`src/rtl/t1_sim_watchdog_pkg.sv`:
```
// Shared types and helpers for the simulation watchdog.
// Counters wider than MAX_CNT_W are not supported by the helpers below.
package t1_sim_watchdog_pkg;

    typedef enum logic [2:0] {
        CFG   = 3'd0,
        RUN   = 3'd1,
        DRAIN = 3'd2,
        DONE  = 3'd3,
        FAIL  = 3'd4
    } state_e;

    typedef enum logic [1:0] {
        CAUSE_NONE    = 2'd0,
        CAUSE_WDOG    = 2'd1,
        CAUSE_GLOBAL  = 2'd2,
        CAUSE_IDLE_TO = 2'd3
    } cause_e;

    localparam int unsigned MAX_CNT_W = 64;

    // Increment v, holding at the all-ones value of a w-bit counter.
    function automatic logic [MAX_CNT_W-1:0] sat_inc(input logic [MAX_CNT_W-1:0] v,
                                                     input int unsigned          w);
        logic [MAX_CNT_W:0]   one_sh;
        logic [MAX_CNT_W-1:0] mask;
        one_sh = (MAX_CNT_W+1)'(1) << w;
        mask   = MAX_CNT_W'(one_sh - (MAX_CNT_W+1)'(1));
        return (v == mask) ? v : v + MAX_CNT_W'(1);
    endfunction

    function automatic logic in_window(input logic [MAX_CNT_W-1:0] cyc,
                                       input logic [MAX_CNT_W-1:0] start,
                                       input logic [MAX_CNT_W-1:0] stop);
        return (cyc >= start) && ((stop == '0) || (cyc < stop));
    endfunction

endpackage

```
`src/rtl/t1_sim_watchdog_ch.sv`:
```
// One progress channel: counts consecutive unkicked active RUN cycles
// and flags expiry on the edge that would reach the timeout.
module t1_sim_watchdog_ch
    import t1_sim_watchdog_pkg::*;
#(
    parameter int unsigned CNT_W = 64
) (
    input  logic             clock,
    input  logic             reset,
    input  logic             run_i,
    input  logic             active_i,
    input  logic             kick_i,
    input  logic [CNT_W-1:0] timeout_i,
    output logic             expire_o
);

    logic [CNT_W-1:0] cnt_q, cnt_d;
    logic [CNT_W:0]   cnt_p1;

    assign cnt_p1 = {1'b0, cnt_q} + (CNT_W+1)'(1);

    always_comb begin
        cnt_d = cnt_q;
        if (run_i) begin
            if (kick_i || !active_i) cnt_d = '0;
            else                     cnt_d = CNT_W'(sat_inc(MAX_CNT_W'(cnt_q), CNT_W));
        end
    end

    always_ff @(posedge clock or posedge reset) begin
        if (reset) cnt_q <= '0;
        else       cnt_q <= cnt_d;
    end

    assign expire_o = run_i && active_i && !kick_i && (timeout_i != '0) &&
                      (cnt_p1 >= {1'b0, timeout_i});

endmodule

```
`src/rtl/t1_sim_watchdog.sv`:
```
// Simulation-control watchdog: per-channel progress timeouts, global cycle
// limit, quit/idle drain handshake and waveform dump window.
module t1_sim_watchdog
    import t1_sim_watchdog_pkg::*;
#(
    parameter int unsigned NUM_CH = 4,
    parameter int unsigned CNT_W  = 64,
    localparam int unsigned CH_W  = (NUM_CH > 1) ? $clog2(NUM_CH) : 1
) (
    input  logic              clock,
    input  logic              reset,
    input  logic              cfg_valid,
    input  logic [CNT_W-1:0]  cfg_global_timeout,
    input  logic [CNT_W-1:0]  cfg_ch_timeout,
    input  logic [CNT_W-1:0]  cfg_quit_timeout,
    input  logic [CNT_W-1:0]  cfg_dump_start,
    input  logic [CNT_W-1:0]  cfg_dump_end,
    input  logic [NUM_CH-1:0] ch_active,
    input  logic [NUM_CH-1:0] ch_kick,
    input  logic              quit_req,
    input  logic              idle,
    output logic [CNT_W-1:0]  cycle,
    output logic              running,
    output logic              finish,
    output logic              fatal,
    output logic [1:0]        fatal_cause,
    output logic [CH_W-1:0]   fatal_ch,
    output logic              dump_en
);

    state_e           state_q, state_d;
    cause_e           cause_q, cause_d;
    logic [CH_W-1:0]  fch_q, fch_d;
    logic [CNT_W-1:0] cycle_q, cycle_d;
    logic [CNT_W-1:0] dcnt_q, dcnt_d;
    logic             dump_q, dump_d;

    logic [CNT_W-1:0] cfg_global_q, cfg_ch_q, cfg_quit_q, cfg_dstart_q, cfg_dend_q;
    logic             cfg_ld;

    logic [NUM_CH-1:0] expire;
    logic              wd_hit;
    logic [CH_W-1:0]   wd_ch;
    logic [CNT_W-1:0]  next_cycle;
    logic [CNT_W:0]    cycle_p1, dcnt_p1;
    logic              glob_hit, idle_to_hit, in_run;

    assign in_run = (state_q == RUN);

    for (genvar g = 0; g < NUM_CH; g++) begin : g_ch
        t1_sim_watchdog_ch #(.CNT_W(CNT_W)) u_ch (
            .clock     (clock),
            .reset     (reset),
            .run_i     (in_run),
            .active_i  (ch_active[g]),
            .kick_i    (ch_kick[g]),
            .timeout_i (cfg_ch_q),
            .expire_o  (expire[g])
        );
    end

    // Descending scan so the lowest expiring channel wins.
    always_comb begin
        wd_hit = |expire;
        wd_ch  = '0;
        for (int i = NUM_CH - 1; i >= 0; i--) begin
            if (expire[i]) wd_ch = CH_W'(i);
        end
    end

    assign next_cycle  = CNT_W'(sat_inc(MAX_CNT_W'(cycle_q), CNT_W));
    assign cycle_p1    = {1'b0, cycle_q} + (CNT_W+1)'(1);
    assign dcnt_p1     = {1'b0, dcnt_q} + (CNT_W+1)'(1);
    assign glob_hit    = (cfg_global_q != '0) && (cycle_p1 == {1'b0, cfg_global_q});
    assign idle_to_hit = (cfg_quit_q != '0) && (dcnt_p1 >= {1'b0, cfg_quit_q});
    assign cfg_ld      = (state_q == CFG) && cfg_valid;

    always_comb begin
        state_d = state_q;
        cause_d = cause_q;
        fch_d   = fch_q;
        cycle_d = cycle_q;
        dcnt_d  = dcnt_q;
        unique case (state_q)
            CFG: begin
                if (cfg_valid) state_d = RUN;
            end
            RUN: begin
                cycle_d = next_cycle;
                if (wd_hit) begin
                    state_d = FAIL;
                    cause_d = CAUSE_WDOG;
                    fch_d   = wd_ch;
                end else if (glob_hit) begin
                    state_d = FAIL;
                    cause_d = CAUSE_GLOBAL;
                end else if (quit_req) begin
                    state_d = idle ? DONE : DRAIN;
                    dcnt_d  = '0;
                end
            end
            DRAIN: begin
                cycle_d = next_cycle;
                if (idle) begin
                    state_d = DONE;
                end else begin
                    dcnt_d = CNT_W'(sat_inc(MAX_CNT_W'(dcnt_q), CNT_W));
                    if (glob_hit) begin
                        state_d = FAIL;
                        cause_d = CAUSE_GLOBAL;
                    end else if (idle_to_hit) begin
                        state_d = FAIL;
                        cause_d = CAUSE_IDLE_TO;
                    end
                end
            end
            default: ;
        endcase
    end

    // On the CFG->RUN edge the window uses the values being latched.
    always_comb begin
        dump_d = 1'b0;
        if (state_d == RUN || state_d == DRAIN) begin
            if (state_q == CFG)
                dump_d = in_window(MAX_CNT_W'(cycle_d), MAX_CNT_W'(cfg_dump_start),
                                   MAX_CNT_W'(cfg_dump_end));
            else
                dump_d = in_window(MAX_CNT_W'(cycle_d), MAX_CNT_W'(cfg_dstart_q),
                                   MAX_CNT_W'(cfg_dend_q));
        end
    end

    always_ff @(posedge clock or posedge reset) begin
        if (reset) begin
            state_q      <= CFG;
            cause_q      <= CAUSE_NONE;
            fch_q        <= '0;
            cycle_q      <= '0;
            dcnt_q       <= '0;
            dump_q       <= 1'b0;
            cfg_global_q <= '0;
            cfg_ch_q     <= '0;
            cfg_quit_q   <= '0;
            cfg_dstart_q <= '0;
            cfg_dend_q   <= '0;
        end else begin
            state_q <= state_d;
            cause_q <= cause_d;
            fch_q   <= fch_d;
            cycle_q <= cycle_d;
            dcnt_q  <= dcnt_d;
            dump_q  <= dump_d;
            if (cfg_ld) begin
                cfg_global_q <= cfg_global_timeout;
                cfg_ch_q     <= cfg_ch_timeout;
                cfg_quit_q   <= cfg_quit_timeout;
                cfg_dstart_q <= cfg_dump_start;
                cfg_dend_q   <= cfg_dump_end;
            end
        end
    end

    assign cycle       = cycle_q;
    assign running     = (state_q == RUN) || (state_q == DRAIN);
    assign finish      = (state_q == DONE);
    assign fatal       = (state_q == FAIL);
    assign fatal_cause = cause_q;
    assign fatal_ch    = fch_q;
    assign dump_en     = dump_q;

endmodule

```
`config.mk`:
```
export PLATFORM = sky130hd
export DESIGN_NAME = t1_sim_watchdog
export DESIGN_NICKNAME = d
export VERILOG_FILES = /design/src/rtl/t1_sim_watchdog_pkg.sv /design/src/rtl/t1_sim_watchdog_ch.sv /design/src/rtl/t1_sim_watchdog.sv
export SDC_FILE = /design/constraint.sdc
export NUM_CORES = 2
export LEC_CHECK = 0
export CAP_MARGIN = 0
export CORE_ASPECT_RATIO = 1.4
export CORE_MARGIN = 2
export CORE_UTILIZATION = 61
export CTS_BUF_LIST = sky130_fd_sc_hd__clkbuf_4 sky130_fd_sc_hd__clkbuf_8
export DETAILED_ROUTE_END_ITERATION = 7
export PLACE_DENSITY_LB_ADDON = 0.2
export SYNTH_ARGS = -nofsm -noshare
export SYNTH_HDL_FRONTEND = slang
export SYNTH_SLANG_ARGS = --single-unit
export TNS_END_PERCENT = 5
```
`constraint.sdc`:
```
create_clock -name clock -period 33.9 [get_ports clock]
set_input_delay 6.78 -clock clock [delete_from_list [all_inputs] [get_ports clock]]
set_output_delay 6.78 -clock clock [all_outputs]
set_load 0.02 [all_outputs]
```
Yosys cells after proc, flatten, opt, wreduce, memory -nomap -nowiden
Cells that the tools add are included.
{ "op_classes": {"n_eq_ne": 24, "n_addsub": 12, "reduce_logical": 53, "n_mux": 37, "n_lt_le_gt_ge": 9} }
{ "ops": {"columns": ["op", "count"], "rows": [
  ["two-way mux 64 bit", 15],
  ["adder 64 x 1 -> 65 bit (second input constant)", 6],
  ["adder 64 x 1 -> 64 bit (second input constant)", 6],
  ["equality test 64 bit (second input constant)", 6],
  ["greater-or-equal comparator 65 x 64 -> 1 bit", 5],
  ["nonzero test 64 bit", 3],
  ["greater-or-equal comparator 64 bit", 2],
  ["logical NOT 64 bit", 2],
  ["< comparator 64 bit", 2],
  ["case mux 64 bit (2 select lines)", 1],
  ["equality test 65 x 64 -> 1 bit", 1],
  ["logical AND 1 bit", 21],
  ["two-way mux 3 bit", 7],
  ["two-way mux 2 bit", 9],
  ["!= test 2 bit (second input constant)", 5],
  ["AND reduction 2 bit", 5],
  ["equality test 3 x 2 -> 1 bit (second input constant)", 3],
  ["case mux 3 bit (3 select lines)", 1],
  ["logical NOT 1 bit", 8],
  ["logical OR 1 bit", 8],
  ["!= test 2 x 1 -> 1 bit (second input constant)", 4],
  ["equality test 3 x 1 -> 1 bit (second input constant)", 2],
  ["!= test 3 bit (second input constant)", 2],
  ["AND reduction 6 bit", 1],
  ["8 further kinds", 10]
]} }
{ "totals": {"output_inout_bits": 72, "input_bits": 333, "register_bits": 712} }

Logic depth before layout (Yosys ltp)
{ "logic_depth": {"depth_word": 11, "mapped_depth": 28} }

Modules after synthesis
From an unflattened synthesis, not the netlist that was laid out.
{ "hier_totals": {"hier_cells": 6167, "area_unflattened_um2": 53027.1} }
{ "modules_own_cells": {"columns": ["module", "cells_per_inst", "n_inst", "area_per_inst_um2", "seq_area_each_um2"], "rows": [
  ["t1_sim_watchdog", 3251, 1, 29459.5, 11410.9],
  ["t1_sim_watchdog_ch", 729, 4, 5891.9, 1601.5]
]} }

Least setup slack after synthesis
Ideal clock, no wire load.
{ "synth_path": {"path_kind": "in2reg", "startpoint": "in cfg_dump_start[0]", "endpoint": "reg dump_q (netlist: dump_en)", "t_required_ns": 33.764, "arrival_time_ns": 8.795, "path_stages": 13, "slack_ns": 24.969, "path_cell_list": "ha_1 > nand2b_1 > a21o_1 > a21o_1 > a21o_1 > a2111oi_0 > nor3_1 > o2111ai_1 > a31oi_1 > nor3_1 > o21ai_0 > o21ai_0 > a2111oi_2"} }
{ "synth_between": {"elab_chain_len": 4} }
{ "synth_rtl": {"columns": ["item", "line_no", "source"], "rows": [
  ["start: declaration", "t1_sim_watchdog.sv:16", "input logic [CNT_W-1:0] cfg_dump_start,"],
  ["greater-or-equal comparator 64 bit", "t1_sim_watchdog_pkg.sv:35", "return (cyc >= start) && ((stop == '0) || (cyc < stop));"],
  ["logical AND 1 bit", "t1_sim_watchdog_pkg.sv:35", null],
  ["two-way mux 1 bit", "t1_sim_watchdog.sv:125", "if (state_q == CFG)"],
  ["two-way mux 1 bit", "t1_sim_watchdog.sv:124", "if (state_d == RUN || state_d == DRAIN) begin"],
  ["net dump_d", "t1_sim_watchdog.sv:36", "logic dump_q, dump_d;"],
  ["end signal: assignment", "t1_sim_watchdog.sv:153", "dump_q <= dump_d;"],
  ["end: declaration", "t1_sim_watchdog.sv:36", null]
]} }
The timed path passes the listed nets, and every way through them passes these cells.
A chain may end at the register's enable or synchronous reset.

Final worst setup path
Same ends and word-level chain as after synthesis.

==> metrics.md <==
| Metric | Value |
|---|---|
| Worst path most repeated cell | a21o_1 |
| Yosys cell types | roughly 90 |
| Core Box Area | approximately 83000 sq um |
| GRT Util Overall | 40.1% |
| DP HPWL | 132 mm |
| Cell count after placement | slightly above 7000 |
| Max-cap violation count | 0 |
| Residual DRC count | 0 |
| Count of state elements after synthesis | around 710 |
| Slew @ Worst Pin | 1.43 ns |
| Arrival time worst endpoint | 10.45 ns |
| Synthesized instance count | ~6000 |
| Clock Sinks | between 700 and 800 |
| Placer congestion estimate | between 1 and 1.5 |
| Storage cell area | 17800 sq um |
| Root buffer cell | clkbuf_8 |
| Nets@finish | around 7000 |
| Post-Route Setup TNS | 0 ns |
| Design Power | around 3.3 mW |
| Max Buffers Root-to-Sink | 3 |
| Register area share after synthesis | 35.1% |
| Clock latency on the worst-skew pair | ~0.8 ns |
| Crit path kind | input port to register |
| Slew margin rel. | around 3.7% |
| Top cells by count, synth | nand2_1 (745), dfrtp_1 (712), o21ai_0 (675), ha_1 (580), inv_1 (438) |
| Clk_skew | around 0.035 ns |
| Via Count | roughly 47000 |
| Rows | 125 |
| Io pins | about 410 |
| WP data required | 34.52 ns |
| CP max-delay cell | clkdlybuf4s50_1 |
| Top-count cell post-synth | nand2_1 |
| # H-tree levels | 3 |
| Top cells by area, synth | dfrtp_1 (35%), ha_1 (14%), o21ai_0 (6.6%), nand2_1 (5.5%), xnor2_1 (5.0%) |
| Leak Pwr | between 20 and 30 nW |
| Number of synthesized flops with an enable pin | 0 |
| Worst setup SP type | input port |
| Most common flop cell mapped by yosys | dfrtp_1 |
| Top-area cell type share of the netlist area | 35.1% |
| Pre-Repair DR Iteration Count | 8 |
| Setup crit end kind | register |
| Mean Syn Cell Area | ~8.6 sq um |
| PortBufs | 404 |
| Fin. max-slew vios | 0 |
| Vias in the first global route | 46296 |
| CTS tree | yes |
| Vias/cell | roughly 6.3 |
| Multi-input logic area | 30400 sq um |
| Synth Net Count | about 6800 |
| Critical path fanouts, max | 2 |
| Routed wire per std cell | about 23 um |
| Part of the cycle the worst path needs | just under 30% |
| Worst path bufs/invs | 1 |
| Grt ovf | 0 |
| Post-DRT Antenna Nets | 0 |
| Status | complete, no violations |
| Die X | 248 um |
| First-pass GRT wire length | approximately 260 mm |
| Final setup viols | 0 |
| Detailed Route WL | 173 mm |
| CTS resizes | 0 |
| Synth Warn # | 0 |
| Finished Cell Area | ~59000 sq um |
| Cts hold-fix bufs | 0 |
| Fill cells | ~6600 |
| Min-Delay Path Class | register to register |
| Placed Area | about 56000 sq um |
| Yosys top cell by area | dfrtp_1 |
| Num CTS Buffers | around 110 |
| Slowest Stage Delay on Critical Path | around 0.6 ns |
| 1st-iter DRT viols | 4133 |
| Cell breakdown of the critical path | clkdlybuf4s50_1 -> ha_1 -> nand2b_1 -> a21o_1 -> a21o_1 -> a21o_1 -> a2111oi_0 -> nor3_1 -> o2111ai_1 -> a31oi_1 -> nor3_1 -> o21ai_0 -> o21ai_0 -> a2111oi_2 |
| Non-Filler Instances | 7454 |
| Worst VDD drop | 42.2 uV |
| Final hold viol count | 0 |
| Clk pin slew, worst setup/hold paths | roughly 0.070 ns |
| Postcts setup bufs | 0 |
| Post-synth ARST share | 100% |
| Area grow syn2layout | 15.6% |
| Top delay family on crit path | compound AO/OA/AOI/OAI gates |
| Largest net degree at the start of global routing | between 200 and 250 |
| RSZ-0062 raised after global routing | no |
| Fmax | slightly above 100 MHz |
| Die Span Y | 346 um |
| Pwr Density | roughly 56 nW/um^2 |
| Starting density of the core | about three fifths |
| Initial antenna violation count | 30 |
| DIE AREA | about 86000 sq um |
| Layout cells sized above 1 | a little under 7% |
| Post-synthesis cell area | about 50000 sq um |
| Minimum clock period | between 9 and 10 ns |
[layer usage]
metal  routed length, um  share of wire (%)  up-vias  track usage [%]
met5                 109              0.063        -                0
met4               14700                8.5       18             30.1
met1               64100                 37    22472             46.8
li1                    -                  -    21820                -
met2               80600                 47     2026             64.5
met3               13500                7.8      613             8.37
[placed cells by master (no fill, tap or decap), drive strengths merged, types with 28 or more instances in the layout]
cell           count
nor2b             30
a31oi             35
nand4            240
nand2            747
clkbuf           177
xnor2            292
buf               74
and4              39
a21oi            206
ha               580
clkdlybuf4s50    404
nor2             293
xor2             176
dfrtp            712
and2              33
a22o              49
nor3              88
nor4             147
a21o             121
inv              443
a211oi            28
nand3            235
o31ai            110
and3              93
mux2              67
nand2b            32
o21ai            678
[state kept, by name (all words and copies together) (netlist names)]
name,cells
g_ch.u_ch.cnt_q,256
cfg_ch_q,64
cfg_dend_q,64
cfg_dstart_q,64
cfg_global_q,64
cfg_quit_q,64
cycle,64
dcnt_q,64
state_q,3
fatal_cause,2
fatal_ch,2
dump_en,1
[kinds of logic (layout without fill, tap and decap cells)]
kind of cell	Yosys count	count (layout)	share of synthesized area, %
AND/OR/NAND/NOR	2047	2047	19.9
AO/OA/AOI/OAI	1340	1340	15.8
flip-flops	712	712	35.1
buffers and inverters	685	1132	5.21
adder cells (fa/ha/maj)	580	580	14.3
XOR/XNOR	468	468	8.06
multiplexers	74	74	1.62
other	0	22	0
[layout make-up]
cell class / count / share of cell area [%]
clock buffer: 177 / 3.99
multi-input combinational: 4509 / 51.8
inverter: 438 / 2.81
antenna: 22 / 0.0937
clock inverter: 39 / 0.831
tap: 1079 / 2.30
sequential: 712 / 30.3
timing repair buffer: 478 / 7.85
[worst min-delay path: stages (launching register included)]
cell and delay (ns):
dfrtp_1 0.34, nand2_1 0.04, o21ai_0 0.06
[power breakdown]
part	leakage (nW)	internal, mW	switching, mW
Sequential	9.30	1.06	0.172
Combinational	16.8	0.413	0.730
Clock	1.49	0.519	0.389
[per-stage QoR]
step	util [%]	hold WS (ns)	setup slack [ns]
global route	71.0	0.519	23.88
floorplan	-	0.450	7.15
global placement	67.5	0.464	23.48
detailed placement	67.5	0.477	23.36
finish	71.0	0.488	24.07
CTS	70.9	0.491	24.21
[path summary, 6_finish.rpt]
check	startpoint	to	slack [ns]	cells past startpoint
max	cfg_dump_start[0]	dump_en$_DFF_PP0_	24.07	14
min	g_ch[0].u_ch.cnt_q[20]$_DFFE_PP0P_	g_ch[0].u_ch.cnt_q[20]$_DFFE_PP0P_	0.49	2
max reg2reg	g_ch[0].u_ch.cnt_q[12]$_DFFE_PP0P_	dcnt_q[37]$_DFFE_PP0P_	25.75	25
min reg2reg	g_ch[0].u_ch.cnt_q[20]$_DFFE_PP0P_	g_ch[0].u_ch.cnt_q[20]$_DFFE_PP0P_	0.49	2
max in group asynchronous	reset	g_ch[3].u_ch.cnt_q[50]$_DFFE_PP0P_	24.88	4
min in group asynchronous	reset	g_ch[0].u_ch.cnt_q[3]$_DFFE_PP0P_	6.60	2
Note: power is estimated with default switching activity, not from simulation.
